### src/rtl/uart_frame_seq_pkg.sv
// Shared definitions for the UART frame sequencer: FSM state encoding and parity-type constants.
package uart_frame_seq_pkg;

  typedef enum logic [2:0] {
    ST_IDLE   = 3'd0,
    ST_START  = 3'd1,
    ST_DATA   = 3'd2,
    ST_PARITY = 3'd3,
    ST_STOP   = 3'd4,
    ST_GAP    = 3'd5
  } state_e;

  localparam logic PAR_EVEN = 1'b0;
  localparam logic PAR_ODD  = 1'b1;

endpackage

### src/rtl/uart_frame_seq_sync_cmd_fifo.sv
// Single-clock command FIFO with first-word-fall-through read data and an occupancy count.
module sync_cmd_fifo #(
  parameter int unsigned DATA_WIDTH = 8,
  parameter int unsigned DEPTH      = 4
) (
  input  logic                         clk_i,
  input  logic                         rst_ni,
  input  logic                         wr_en_i,
  input  logic [DATA_WIDTH-1:0]        wr_data_i,
  input  logic                         rd_en_i,
  output logic [DATA_WIDTH-1:0]        rd_data_o,
  output logic [$clog2(DEPTH+1)-1:0]   level_o,
  output logic                         empty_o,
  output logic                         full_o
);

  localparam int unsigned AW = $clog2(DEPTH);
  localparam int unsigned LW = $clog2(DEPTH+1);

  logic [DATA_WIDTH-1:0] mem_q [DEPTH];
  logic [AW-1:0]         wptr_q, wptr_d;
  logic [AW-1:0]         rptr_q, rptr_d;
  logic [LW-1:0]         level_q, level_d;
  logic                  push, pop;

  assign empty_o   = (level_q == '0);
  assign full_o    = (level_q == LW'(DEPTH));
  assign push      = wr_en_i && !full_o;
  assign pop       = rd_en_i && !empty_o;
  assign rd_data_o = mem_q[rptr_q];
  assign level_o   = level_q;

  // DEPTH is a power of two, so pointer overflow wraps modulo DEPTH.
  always_comb begin
    wptr_d  = wptr_q;
    rptr_d  = rptr_q;
    level_d = level_q;
    if (push) wptr_d = wptr_q + AW'(1);
    if (pop)  rptr_d = rptr_q + AW'(1);
    case ({push, pop})
      2'b10:   level_d = level_q + LW'(1);
      2'b01:   level_d = level_q - LW'(1);
      default: level_d = level_q;
    endcase
  end

  always_ff @(posedge clk_i or negedge rst_ni) begin
    if (!rst_ni) begin
      wptr_q  <= '0;
      rptr_q  <= '0;
      level_q <= '0;
    end else begin
      wptr_q  <= wptr_d;
      rptr_q  <= rptr_d;
      level_q <= level_d;
    end
  end

  always_ff @(posedge clk_i) begin
    if (push) mem_q[wptr_q] <= wr_data_i;
  end

endmodule

### src/rtl/uart_frame_seq.sv
// UART transmit sequencer: queues command bytes and serialises them as start/data/parity/stop frames with an idle gap.
module uart_frame_seq
  import uart_frame_seq_pkg::*;
#(
  parameter int unsigned DATA_WIDTH = 8,
  parameter int unsigned DEPTH      = 4,
  parameter int unsigned GAP_W      = 4
) (
  input  logic                       CLK,
  input  logic                       RST_N,
  input  logic                       BIT_TICK,
  input  logic                       PAR_EN,
  input  logic                       PAR_TYP,
  input  logic                       STOP2,
  input  logic [GAP_W-1:0]           GAP,
  input  logic [DATA_WIDTH-1:0]      WR_DATA,
  input  logic                       WR_VLD,
  output logic                       WR_RDY,
  output logic                       TX_OUT,
  output logic                       BUSY,
  output logic [$clog2(DEPTH+1)-1:0] LEVEL,
  output logic                       FRAME_DONE
);

  localparam int unsigned BW = (DATA_WIDTH > 1) ? $clog2(DATA_WIDTH) : 1;
  localparam logic [BW-1:0] LAST_BIT = BW'(DATA_WIDTH - 1);

  logic [DATA_WIDTH-1:0] fifo_rdata;
  logic                  fifo_empty, fifo_full;
  logic                  pop;

  state_e                state_q, state_d;
  logic                  tx_q, tx_d;
  logic [DATA_WIDTH-1:0] sh_q, sh_d;
  logic [BW-1:0]         bit_cnt_q, bit_cnt_d;
  logic                  stop_cnt_q, stop_cnt_d;
  logic [GAP_W-1:0]      gap_cnt_q, gap_cnt_d;
  logic                  par_bit_q, par_bit_d;
  logic                  par_en_q, par_en_d;
  logic                  stop2_q, stop2_d;
  logic [GAP_W-1:0]      gap_q, gap_d;
  logic                  launch;
  logic                  done;

  sync_cmd_fifo #(
    .DATA_WIDTH (DATA_WIDTH),
    .DEPTH      (DEPTH)
  ) u_fifo (
    .clk_i     (CLK),
    .rst_ni    (RST_N),
    .wr_en_i   (WR_VLD),
    .wr_data_i (WR_DATA),
    .rd_en_i   (pop),
    .rd_data_o (fifo_rdata),
    .level_o   (LEVEL),
    .empty_o   (fifo_empty),
    .full_o    (fifo_full)
  );

  assign WR_RDY     = !fifo_full;
  assign TX_OUT     = tx_q;
  assign BUSY       = (state_q != ST_IDLE);
  assign FRAME_DONE = done;
  assign pop        = launch;

  always_comb begin
    state_d    = state_q;
    tx_d       = tx_q;
    sh_d       = sh_q;
    bit_cnt_d  = bit_cnt_q;
    stop_cnt_d = stop_cnt_q;
    gap_cnt_d  = gap_cnt_q;
    par_bit_d  = par_bit_q;
    par_en_d   = par_en_q;
    stop2_d    = stop2_q;
    gap_d      = gap_q;
    launch     = 1'b0;
    done       = 1'b0;

    if (BIT_TICK) begin
      case (state_q)
        ST_IDLE: launch = !fifo_empty;
        ST_START: begin
          tx_d      = sh_q[0];
          sh_d      = sh_q >> 1;
          bit_cnt_d = '0;
          state_d   = ST_DATA;
        end
        ST_DATA: begin
          if (bit_cnt_q == LAST_BIT) begin
            tx_d       = par_en_q ? par_bit_q : 1'b1;
            stop_cnt_d = 1'b0;
            state_d    = par_en_q ? ST_PARITY : ST_STOP;
          end else begin
            tx_d      = sh_q[0];
            sh_d      = sh_q >> 1;
            bit_cnt_d = bit_cnt_q + BW'(1);
          end
        end
        ST_PARITY: begin
          tx_d       = 1'b1;
          stop_cnt_d = 1'b0;
          state_d    = ST_STOP;
        end
        ST_STOP: begin
          if (stop2_q && !stop_cnt_q) begin
            stop_cnt_d = 1'b1;
          end else begin
            done = 1'b1;
            if (gap_q != '0) begin
              gap_cnt_d = GAP_W'(1);
              state_d   = ST_GAP;
            end else if (!fifo_empty) begin
              launch = 1'b1;
            end else begin
              state_d = ST_IDLE;
            end
          end
        end
        ST_GAP: begin
          if (gap_cnt_q == gap_q) begin
            if (!fifo_empty) launch = 1'b1;
            else             state_d = ST_IDLE;
          end else begin
            gap_cnt_d = gap_cnt_q + GAP_W'(1);
          end
        end
        default: state_d = ST_IDLE;
      endcase
    end

    // Frame launch is shared by IDLE, end of STOP and end of GAP so back-to-back frames need no idle tick.
    if (launch) begin
      sh_d      = fifo_rdata;
      par_bit_d = (^fifo_rdata) ^ (PAR_TYP == PAR_ODD);
      par_en_d  = PAR_EN;
      stop2_d   = STOP2;
      gap_d     = GAP;
      tx_d      = 1'b0;
      state_d   = ST_START;
    end
  end

  always_ff @(posedge CLK or negedge RST_N) begin
    if (!RST_N) begin
      state_q    <= ST_IDLE;
      tx_q       <= 1'b1;
      sh_q       <= '0;
      bit_cnt_q  <= '0;
      stop_cnt_q <= 1'b0;
      gap_cnt_q  <= '0;
      par_bit_q  <= 1'b0;
      par_en_q   <= 1'b0;
      stop2_q    <= 1'b0;
      gap_q      <= '0;
    end else begin
      state_q    <= state_d;
      tx_q       <= tx_d;
      sh_q       <= sh_d;
      bit_cnt_q  <= bit_cnt_d;
      stop_cnt_q <= stop_cnt_d;
      gap_cnt_q  <= gap_cnt_d;
      par_bit_q  <= par_bit_d;
      par_en_q   <= par_en_d;
      stop2_q    <= stop2_d;
      gap_q      <= gap_d;
    end
  end

endmodule

### config.mk
export PLATFORM = sky130hd
export DESIGN_NAME = uart_frame_seq
export DESIGN_NICKNAME = d
export VERILOG_FILES = /design/src/rtl/uart_frame_seq_pkg.sv /design/src/rtl/uart_frame_seq_sync_cmd_fifo.sv /design/src/rtl/uart_frame_seq.sv
export SDC_FILE = /design/constraint.sdc
export NUM_CORES = 1
export LEC_CHECK = 0
export ABC_CLOCK_PERIOD_IN_PS = 4550
export CAP_MARGIN = 10
export CORE_MARGIN = 10
export CORE_UTILIZATION = 40
export CTS_CLUSTER_SIZE = 28
export DETAILED_ROUTE_END_ITERATION = 8
export SYNTH_ARGS = -nofsm -noshare
export SYNTH_HDL_FRONTEND = slang
export SYNTH_SLANG_ARGS = --single-unit
### constraint.sdc
create_clock -name CLK -period 4.55 [get_ports CLK]
set_input_delay 0.455 -clock CLK [delete_from_list [all_inputs] [get_ports CLK]]
set_output_delay 0.455 -clock CLK [all_outputs]
set_load 0.03 [all_outputs]
---- Yosys cells after proc, flatten, opt, wreduce, memory -nomap -nowiden ----
Memories as Yosys holds them, arrays and structs flattened.
Cells that the tools add are included.
W data, S select, Z words.
cells by class
  reduce and logical (&&, ||, !) cells .... 24
  muxes and demuxes ....................... 39
  bitwise logic cells ..................... 1
  $add $sub $neg .......................... 6
  equal/unequal tests ..................... 21
operator list
  kind                   count
  $mux W3                9
  $mux W8                3
  $pmux W3 S6            1
  $mux W1                16
  $pmux W8 S2            1
  $eq A3 B3 Y1 const B   4
  $mux W4                3
  $ne A2 B2 Y1 const B   6
  $ne A3 B2 Y1 const B   4
  $pmux W3 S2            2
  $reduce_and A5 Y1      2
  $pmux W1 S3            3
  $reduce_bool A3 Y1     3
  $pmux W4 S2            1
  $reduce_bool A2 Y1     4
  $reduce_bool A4 Y1     2
  $reduce_xor A8 Y1      1
  $add A3 B1 Y3 const B  2
  $eq A3 B2 Y1 const B   2
  $logic_not A3 Y1       2
  $reduce_and A3 Y1      2
  $add A2 B1 Y2 const B  2
  $add A4 B1 Y4 const B  1
  $eq A4 B4 Y1           1
  other kinds (10)       14
word-level totals
  output and inout port bits .............. 7
  flip-flop bits (word level) ............. 34
  input port bits ......................... 19
  memories ................................ 1
  bits in writable memories ............... 32
  word-level logic and storage cells ...... 105
memories
  memory        words  width  read ports  clocked after memory_dff  wr ports  line                                text
  u_fifo.mem_q  4      8      1           0                         1         uart_frame_seq_sync_cmd_fifo.sv:20  logic [DATA_WIDTH-1:0] mem_q [DEPTH];

---- Depth between registers and ports, before layout ----
Gate-level depths: netlist of the first run.
  depth after elaboration ................. 9
  mapped depth ............................ 13
  depth with buffers taken out ............ 11

---- By module ----
From an unflattened synthesis of the first run, not the netlist that was laid out.
second synthesis, totals
  cells, all modules ...................... 228
  area total of the unflattened synthesis .. 3171.8 um^2
by module, submodules not included
  module          seq. area each (um^2)  instances  cells each  area each (um^2)
  sync_cmd_fifo   1136.1                 1          79          1592.8
  uart_frame_seq  676.9                  1          149         1579.0

---- Worst setup path after synthesis of the first run ----
OpenSTA, ideal clock, no wires.
  path type ............................... register to register
  from .................................... register gap_q[1]
  to ...................................... register u_fifo.level_q[2] (netlist: u_fifo.level_o[2])
  setup slack ............................. 1833 ps
  path buffers ............................ 1
  cell stages (with the launch flop) ...... 13
  library setup time ...................... 81 ps
  data arrival time ....................... 2636 ps
  data required time ...................... 4469 ps
  period minus slack after synthesis ...... 2717 ps
  cells stage by stage .................... dfrtp_1 > nor4_1 > a31oi_1 > o21ai_2 > nand2_1 > inv_2 > buf_4 > ha_1 > inv_1 > fa_1 > xor2_1 > nor2_1 > xor2_1
between the ends
  word-level cells in the longest chain between the ends .. 8
  elaborated cells between the ends (all ways) .. 12
  classes of those cells .................. eq/ne: 3; mux: 6; reduce/logical: 3
RTL lines
  element                                                   line                                text
  start: declaration                                        uart_frame_seq.sv:41                logic [GAP_W-1:0] gap_q, gap_d;
  start signal: assignment                                  uart_frame_seq.sv:166               gap_q <= gap_d;
  $reduce_bool A4 Y1                                        uart_frame_seq.sv:110               if (gap_q != '0) begin
  $mux W1                                                   uart_frame_seq.sv:110
  $mux W1                                                   uart_frame_seq.sv:106               if (stop2_q && !stop_cnt_q) begin
  $pmux W1 S3 *                                             uart_frame_seq.sv:81                case (state_q)
  $mux W1 *                                                 uart_frame_seq.sv:80                if (BIT_TICK) begin
  $logic_and A1 B1 Y1 *                                     uart_frame_seq_sync_cmd_fifo.sv:29  assign pop = rd_en_i && !empty_o;
  net u_fifo.pop                                            uart_frame_seq_sync_cmd_fifo.sv:24  logic push, pop;
  $eq A2 B1 Y1 / $eq A2 B2 Y1 (equally long branches)       uart_frame_seq_sync_cmd_fifo.sv:40  case ({push, pop})
  $pmux W3 S2 / $reduce_bool A2 Y1 (equally long branches)  n/a
  end signal: assignment                                    uart_frame_seq_sync_cmd_fifo.sv:55  level_q <= level_d;
  end: declaration                                          uart_frame_seq_sync_cmd_fifo.sv:23  logic [LW-1:0] level_q, level_d;
The timed path passes the listed nets; every way through them passes the cells marked *.
A chain may end at the register's enable or synchronous reset.

---- Worst setup path after layout of the first run ----
  from .................................... register gap_q[1]
  to ...................................... register u_fifo.level_q[2] (netlist: u_fifo.level_o[2])
between the ends
  word-level cells in the longest chain between the ends .. 8
  elaborated cells between the ends (all ways) .. 12
  classes of those cells .................. eq/ne: 3; mux: 6; reduce/logical: 3
RTL lines
  element                                                   line
  $reduce_bool A4 Y1                                        uart_frame_seq.sv:110
  $mux W1                                                   uart_frame_seq.sv:110
  $mux W1                                                   uart_frame_seq.sv:106
  $pmux W1 S3 *                                             uart_frame_seq.sv:81
  $mux W1 *                                                 uart_frame_seq.sv:80
  $logic_and A1 B1 Y1 *                                     uart_frame_seq_sync_cmd_fifo.sv:29
  $eq A2 B1 Y1 / $eq A2 B2 Y1 (equally long branches)       uart_frame_seq_sync_cmd_fifo.sv:40
  $pmux W3 S2 / $reduce_bool A2 Y1 (equally long branches)  n/a
Every way passes the cells marked *; elsewhere a longest branch is shown, timed or not.

==> results of run 1 <==
==> per-stage QoR <==
step                      instance area (sq um)  std cells  power (mW)  setup slack, ns  util (%)
final                                      3660        373        2.54             1.32      47.6
after CTS                                  3660        373        2.58             1.29      47.6
after global routing                       3660        373        2.74            0.968      47.6
after detailed placement                   3480        357        2.10             1.34      45.2
after floorplan                            3140        238        1.83             1.83         -
after global placement                     3480        357        2.08             1.55      45.2
==> sequential cells by signal, summed over array words and instances (netlist names), 2 cells and up <==
name,cells
bit_cnt_q,3
gap_cnt_q,4
gap_q,4
sh_q,8
state_q,3
u_fifo.level_o,3
u_fifo.mem_q,32
u_fifo.rptr_q,2
u_fifo.wptr_q,2
==> power groups by stage <==
stage                     clock (mW)  combinational (mW)  sequential (mW)
after floorplan                    0               0.856            0.972
after global placement             0                1.04             1.04
after detailed placement           0                1.06             1.05
after CTS                      0.478                1.06             1.04
after global routing           0.507                1.16             1.07
final                          0.460                1.05             1.03
==> worst paths after layout <==
kind,to,slack (ns),cells past startpoint,from
setup / recovery,u_fifo.level_o[2]$_DFFE_PN0P_,1.32,11,gap_q[1]$_DFFE_PN0N_
hold / removal,gap_cnt_q[2]$_DFFE_PN0P_,0.52,2,RST_N
setup reg to reg,u_fifo.level_o[2]$_DFFE_PN0P_,1.32,11,gap_q[1]$_DFFE_PN0N_
hold reg to reg,sh_q[6]$_DFFE_PN0P_,0.53,2,sh_q[7]$_DFFE_PN0P_
max in group asynchronous,TX_OUT$_DFFE_PN1P_,3.69,2,RST_N
min in group CLK,sh_q[6]$_DFFE_PN0P_,0.53,2,sh_q[7]$_DFFE_PN0P_
==> per-layer routing <==
layer | share of wire (%) | GRT usage (%)
met5 | 0 | 0
met4 | 1.7 | 5.08
met3 | 4.1 | 3.63
met2 | 49 | 18.4
met1 | 45 | 13.3
==> cell usage in the layout (no fill, tap or decap), types with 7 or more instances in the layout <==
| master | count |
|---|---|
| clkbuf_8 | 9 |
| o21ai_0 | 20 |
| dfrtp_1 | 33 |
| inv_1 | 12 |
| xnor2_1 | 12 |
| nand2_1 | 11 |
| edfxtp_1 | 32 |
| mux2i_1 | 8 |
| nand3_1 | 10 |
| nor2_1 | 8 |
| ha_1 | 8 |
| mux2_2 | 7 |
| clkdlybuf4s50_1 | 25 |
==> cells by family (layout without fill, tap and decap cells) <==
family                     after synthesis  in the layout
xor gates and xnor gates                17             17
muxes                                   23             23
and+or+nand+nor                         55             55
adders and majority gates                9              9
DFF                                     66             66
buffers and inverters                   22             55
AOI/OAI and AO/OA                       46             46
==> cell type report <==
type / instances / area, sq um / area share, %
timing repair buffer: 26 / 258 / 7.04
tap: 102 / 128 / 3.49
inverter: 13 / 48.8 / 1.33
clock buffer: 9 / 124 / 3.38
multi-input combinational: 150 / 1230 / 33.6
clock inverter: 7 / 60.1 / 1.64
sequential: 66 / 1810 / 49.5
==> run summary, run 1 <==
worst-margin pin slew: 0.772 ns
post-route minimum period: 3.23 ns
CTS max path bufs: 2
IO buf count: 25
I/O pin cnt: 26
register area share after synthesis: 57.8%
clock slew at reported path FFs: 0.07 ns
Sw Pwr: 0.941 mW
Netlist cell types: 48
Pins Over Slew Limit: 0
Sequential Power Share: 40.7%
initial antenna violation count: 0
CTS tree: yes
leading area contributor after synthesis: edfxtp_1
internal power: 1.60 mW
synth warn: 0
# nets final: 294
Max Clock Skew: 0.00846 ns
Adder-Cell Fraction of Synth Area: 3.83%
Peak VDD IR: 0.331 mV
post-synthesis instance total: 238
share of post-route cells with drive strength above 1: 11.4%
initial core utilization: 40.8%
kind of critical path: flop to flop
Post-synth EDFFs: 32
CP arrival: 3.48 ns
Tot GR Track Use: 11.3%
post-synthesis async set-or-reset flop share: 51.5%
final RePlAce weighted congestion: 0.786
die width: 109 microns
number of global-route vias before repair: 2056
vias per std cell: 5.34
WP buf/inv: 2
Die Ht: 109 microns
Logic pwr share: 41.2%
Post-synth top cells: 33 x dfrtp_1, 32 x edfxtp_1, 20 x o21ai_0
critical path launch point type: flop
power per cell area: 694 nW/um^2
clk root buf: clkbuf_8
largest net degree at the start of global routing: 35
Pleak: 1.43 nW
aggregate routed wire length: 6060 microns
Hold Fails Final Rpt: 0
count leader, synth: dfrtp_1
CP Capture Type: flop
clock latency at the later pin of the worst-skew pair: 0.34 ns
wire per inst: 16.2 microns
main combinational cell family by area after synthesis: multiplexers
mux share of post-synthesis cell area: 11.3%
post-route ant nets: 0
Post-synth top flop: dfrtp_1
fmax: 310 MHz
crit-path leading delay family: simple AND/OR/NAND/NOR gates
tightest hold margin: 0.523 ns
final setup fails: 0
first-pass GRT wire length: 10300 microns
Post-CTS Resized: 0
vias after detailed routing: 1992
status: completed
HPWL after DPL: 4230 microns
max_slew headroom: 48.0%
RSZ-0062 raised after global routing: false
Synth Area in Compound Gates: 9.45%
# rows: 32
clock sinks: 66
synthesized area: 3140 sq um
GRT overflow: 0
area added between synthesis and finish: 16.7%
postcts setup bufs: 0
CP max-delay cell: nor4_1
CP max stage delay: 0.70 ns
Hold Crit Class: input pin to async pin
final period utilization: 70.9%
clock network fraction of design power: 18.1%
crit path max fanout: 18
worst-path cell chain: nor4_1 > a31oi_1 > o21ai_2 > nand2_1 > inv_2 > ha_1 > inv_1 > fa_1 > xor2_1 > nor2_1 > xor2_1
Die ar.: 11800 sq um
post-synthesis simple-gate area fraction: 9.21%
Post-Route Setup TNS: 0 ns
hold_buf cts: 0
max cap viols: 0
DRC viols: 0
htree depth: 3
CP required: 4.81 ns
#FFs+latches synth: 66
CP dominant cell by count: xor2_1
Synth Area in XOR/XNOR: 5.42%
largest cells by area after synthesis: edfxtp_1 31%, dfrtp_1 26%, mux4_1 3.3%, xnor2_1 3.3%, ha_1 3.2%
fillers: 721
Post-Syn Nets: 266
mean area per synthesized cell: 13.2 sq um
Yosys top cell area share: 30.6%
DRT iter0 DRCs: 69
CTS Buf Count: 9
n_diodes: 0
DR pass1 iterations: 4
core area: 7690 sq um
Sw Share: 37.1%
No activity file was read; power rests on OpenSTA's default activity.
==> run 2: changes to the inputs <==
--- a/config.mk
+++ b/config.mk
@@ -5,7 +5,7 @@
 export SDC_FILE = /design/constraint.sdc
 export NUM_CORES = 1
 export LEC_CHECK = 0
-export ABC_CLOCK_PERIOD_IN_PS = 4550
+export ABC_CLOCK_PERIOD_IN_PS = 3100
 export CAP_MARGIN = 10
 export CORE_MARGIN = 10
 export CORE_UTILIZATION = 40
==> constraint.sdc (replaced) <==
create_clock -name CLK -period 3.1 [get_ports CLK]
set_input_delay 0.31 -clock CLK [delete_from_list [all_inputs] [get_ports CLK]]
set_output_delay 0.31 -clock CLK [all_outputs]
set_load 0.03 [all_outputs]
==> run summary, run 2 (synthesized netlist as in run 1, its figures left out) <==
status: completed
grt met1 use: 13.3% (+0.049 points)
most common cell after layout, fill and taps aside: dfrtp_1
kind of critical path: flop to flop
CP Capture Type: flop
hold_buf cts: 0 (unchanged)
vias after detailed routing: 1960 (-1.6%)
CP dominant cell by count: xor2_1
Die Ht: 109 microns (unchanged)
final setup fails: 0 (unchanged)
M2 GR Usage: 17.6% (-0.82 points)
max_slew headroom: 55.8% (+7.7 points)
CTS Buf Count: 9 (unchanged)
Pins Over Slew Limit: 0 (unchanged)
Post-Route Setup TNS: 0 ns (unchanged)
CTS tree: yes
worst-margin pin slew: 0.662 ns (-0.110 ns)
worst-path cell chain: xnor2_1 > nand4_1 > o21ai_2 > nand2_1 > inv_2 > ha_1 > inv_1 > fa_1 > xor2_1 > nor2_1 > xor2_1
# nets final: 298 (+1.4%)
CTS max path bufs: 2 (unchanged)
critical path launch point type: flop
GRT overflow: 0 (unchanged)
reg2reg end: u_fifo.level_o[2]$_DFFE_PN0P_
most frequent cells in the layout: 33 x dfrtp_1, 32 x edfxtp_1, 25 x clkdlybuf4s50_1, 20 x o21ai_0
CP max stage delay: 0.44 ns (-0.26 ns)
area of the multi-input gates: 1230 sq um (unchanged)
clk root buf: clkbuf_8
area added between synthesis and finish: 18.2%
CP required: 3.37 ns (-1.44 ns)
max FFs per register: 32 (unchanged)
CP arrival: 2.85 ns (-0.63 ns)
Pleak: 1.45 nW (+1.9%)
Hold Fails Final Rpt: 0 (unchanged)
clock sinks: 66 (unchanged)
R2R Setup Slk: 0.52 ns (-0.80 ns)
post-route cell area: 3710 sq um (+1.3%)
first-pass GRT wire length: 10200 microns (-0.81%)
I/O pin cnt: 26 (unchanged)
post-placement cell area: 3510 sq um (+0.86%)
biggest regs: u_fifo.mem_q (32), sh_q (8)
final RePlAce weighted congestion: 0.781 (-0.64%)
DRC viols: 0 (unchanged)
worst reg2reg path depth: 11 (unchanged)
Post-CTS Resized: 0 (unchanged)
DR pass1 iterations: 4 (unchanged)
initial antenna violation count: 0 (unchanged)
Reg area: 1810 sq um (unchanged)
fmax: 388 MHz (+25%)
DRT iter0 DRCs: 45 (-35%)
initial core utilization: 40.8% (unchanged)
Tot Pwr: 3.81 mW (+50%)
htree depth: 3 (unchanged)
number of global-route vias before repair: 2074 (+0.88%)
power per cell area: 1030 nW/um^2 (+48%)
final period utilization: 83.2% (+12 points)
aggregate routed wire length: 5960 microns (-1.7%)
CP max-delay cell: dfrtp_1
HPWL after DPL: 4310 microns (+1.9%)
clock latency at the later pin of the worst-skew pair: 0.35 ns (about the same)
die width: 109 microns (unchanged)
core area: 7690 sq um (unchanged)
M3 GR Usage: 4.16% (+0.54 points)
r2r startpoint: gap_cnt_q[0]$_DFFE_PN0P_
Final Util: 48.2% (+0.62 points)
fillers: 715 (-0.83%)
largest net degree at the start of global routing: 35 (unchanged)
clock slew at reported path FFs: 0.08 ns (about the same)
Peak VDD IR: 0.443 mV (+34%)
max cap viols: 0 (unchanged)
largest reg by FF count: u_fifo.mem_q
Die ar.: 11800 sq um (unchanged)
post-route minimum period: 2.58 ns (-0.646 ns)
vias per std cell: 5.20 (-2.7%)
postcts setup bufs: 0 (unchanged)
IO buf count: 25 (unchanged)
n_diodes: 0 (unchanged)
crit-path leading delay family: adder cells
RSZ-0062 raised after global routing: false
share of post-route cells with drive strength above 1: 13.5% (+2.0 points)
WP buf/inv: 2 (unchanged)
GR peak layer: met2
post-route ant nets: 0 (unchanged)
Tot GR Track Use: 11.1% (-0.17 points)
# rows: 32 (unchanged)
crit path max fanout: 10 (-8)
wire per inst: 15.8 microns (-2.7%)
Hold Crit Class: input pin to async pin
Max Clock Skew: 0.0103 ns (+0.00185 ns)
-- run 2: cell count changes in the layout (fill, tap and decap cells not counted), sizes merged --
cell    previous run  this run
clkinv             5         3
inv               13        15
buf                1         5
-- run 2: per-layer routing --
metal	up-vias	share of wire, %
li1	961	-
met1	958	45
met2	35	49
met3	6	4.9
met4	0	1.1
met5	-	0
-- run 2: metrics by stage --
stage               setup slack (ns)  hold slack (ns)  cells
finish                         0.519            0.372    377
global placement               0.584            0.494    361
global route                   0.225            0.395    377
CTS                            0.504            0.377    377
detailed placement             0.515            0.519    361
floorplan                      0.383           0.0144    238
-- run 2: worst max-delay path by stage --
stage                                   startpoint                             to  slack, ns  depth (start not counted)
after floorplan               gap_q[1]$_DFFE_PN0N_  u_fifo.level_o[2]$_DFFE_PN0P_       0.38                         12
after global placement                    BIT_TICK  u_fifo.level_o[2]$_DFFE_PN0P_       0.58                         10
after detailed placement                  BIT_TICK  u_fifo.level_o[2]$_DFFE_PN0P_       0.52                         10
after CTS                 gap_cnt_q[0]$_DFFE_PN0P_  u_fifo.level_o[2]$_DFFE_PN0P_       0.50                         11
after global routing      gap_cnt_q[0]$_DFFE_PN0P_  u_fifo.level_o[2]$_DFFE_PN0P_       0.22                         11
final                     gap_cnt_q[0]$_DFFE_PN0P_  u_fifo.level_o[2]$_DFFE_PN0P_       0.52                         11
-- run 2: cell type report --
type / count / share of cell area [%]
clock buffer: 9 / 3.34
clock inverter: 7 / 2.09
inverter: 13 / 1.32
multi-input combinational: 150 / 33.2
sequential: 66 / 48.9
tap: 102 / 3.44
timing repair buffer: 30 / 7.76
-- run 2: where the power goes --
part           switching, mW  internal, mW  total [mW]
Clock                  0.349         0.378       0.727
Sequential             0.255          1.23        1.48
Combinational          0.816         0.786        1.60
Total                   1.42          2.39        3.81
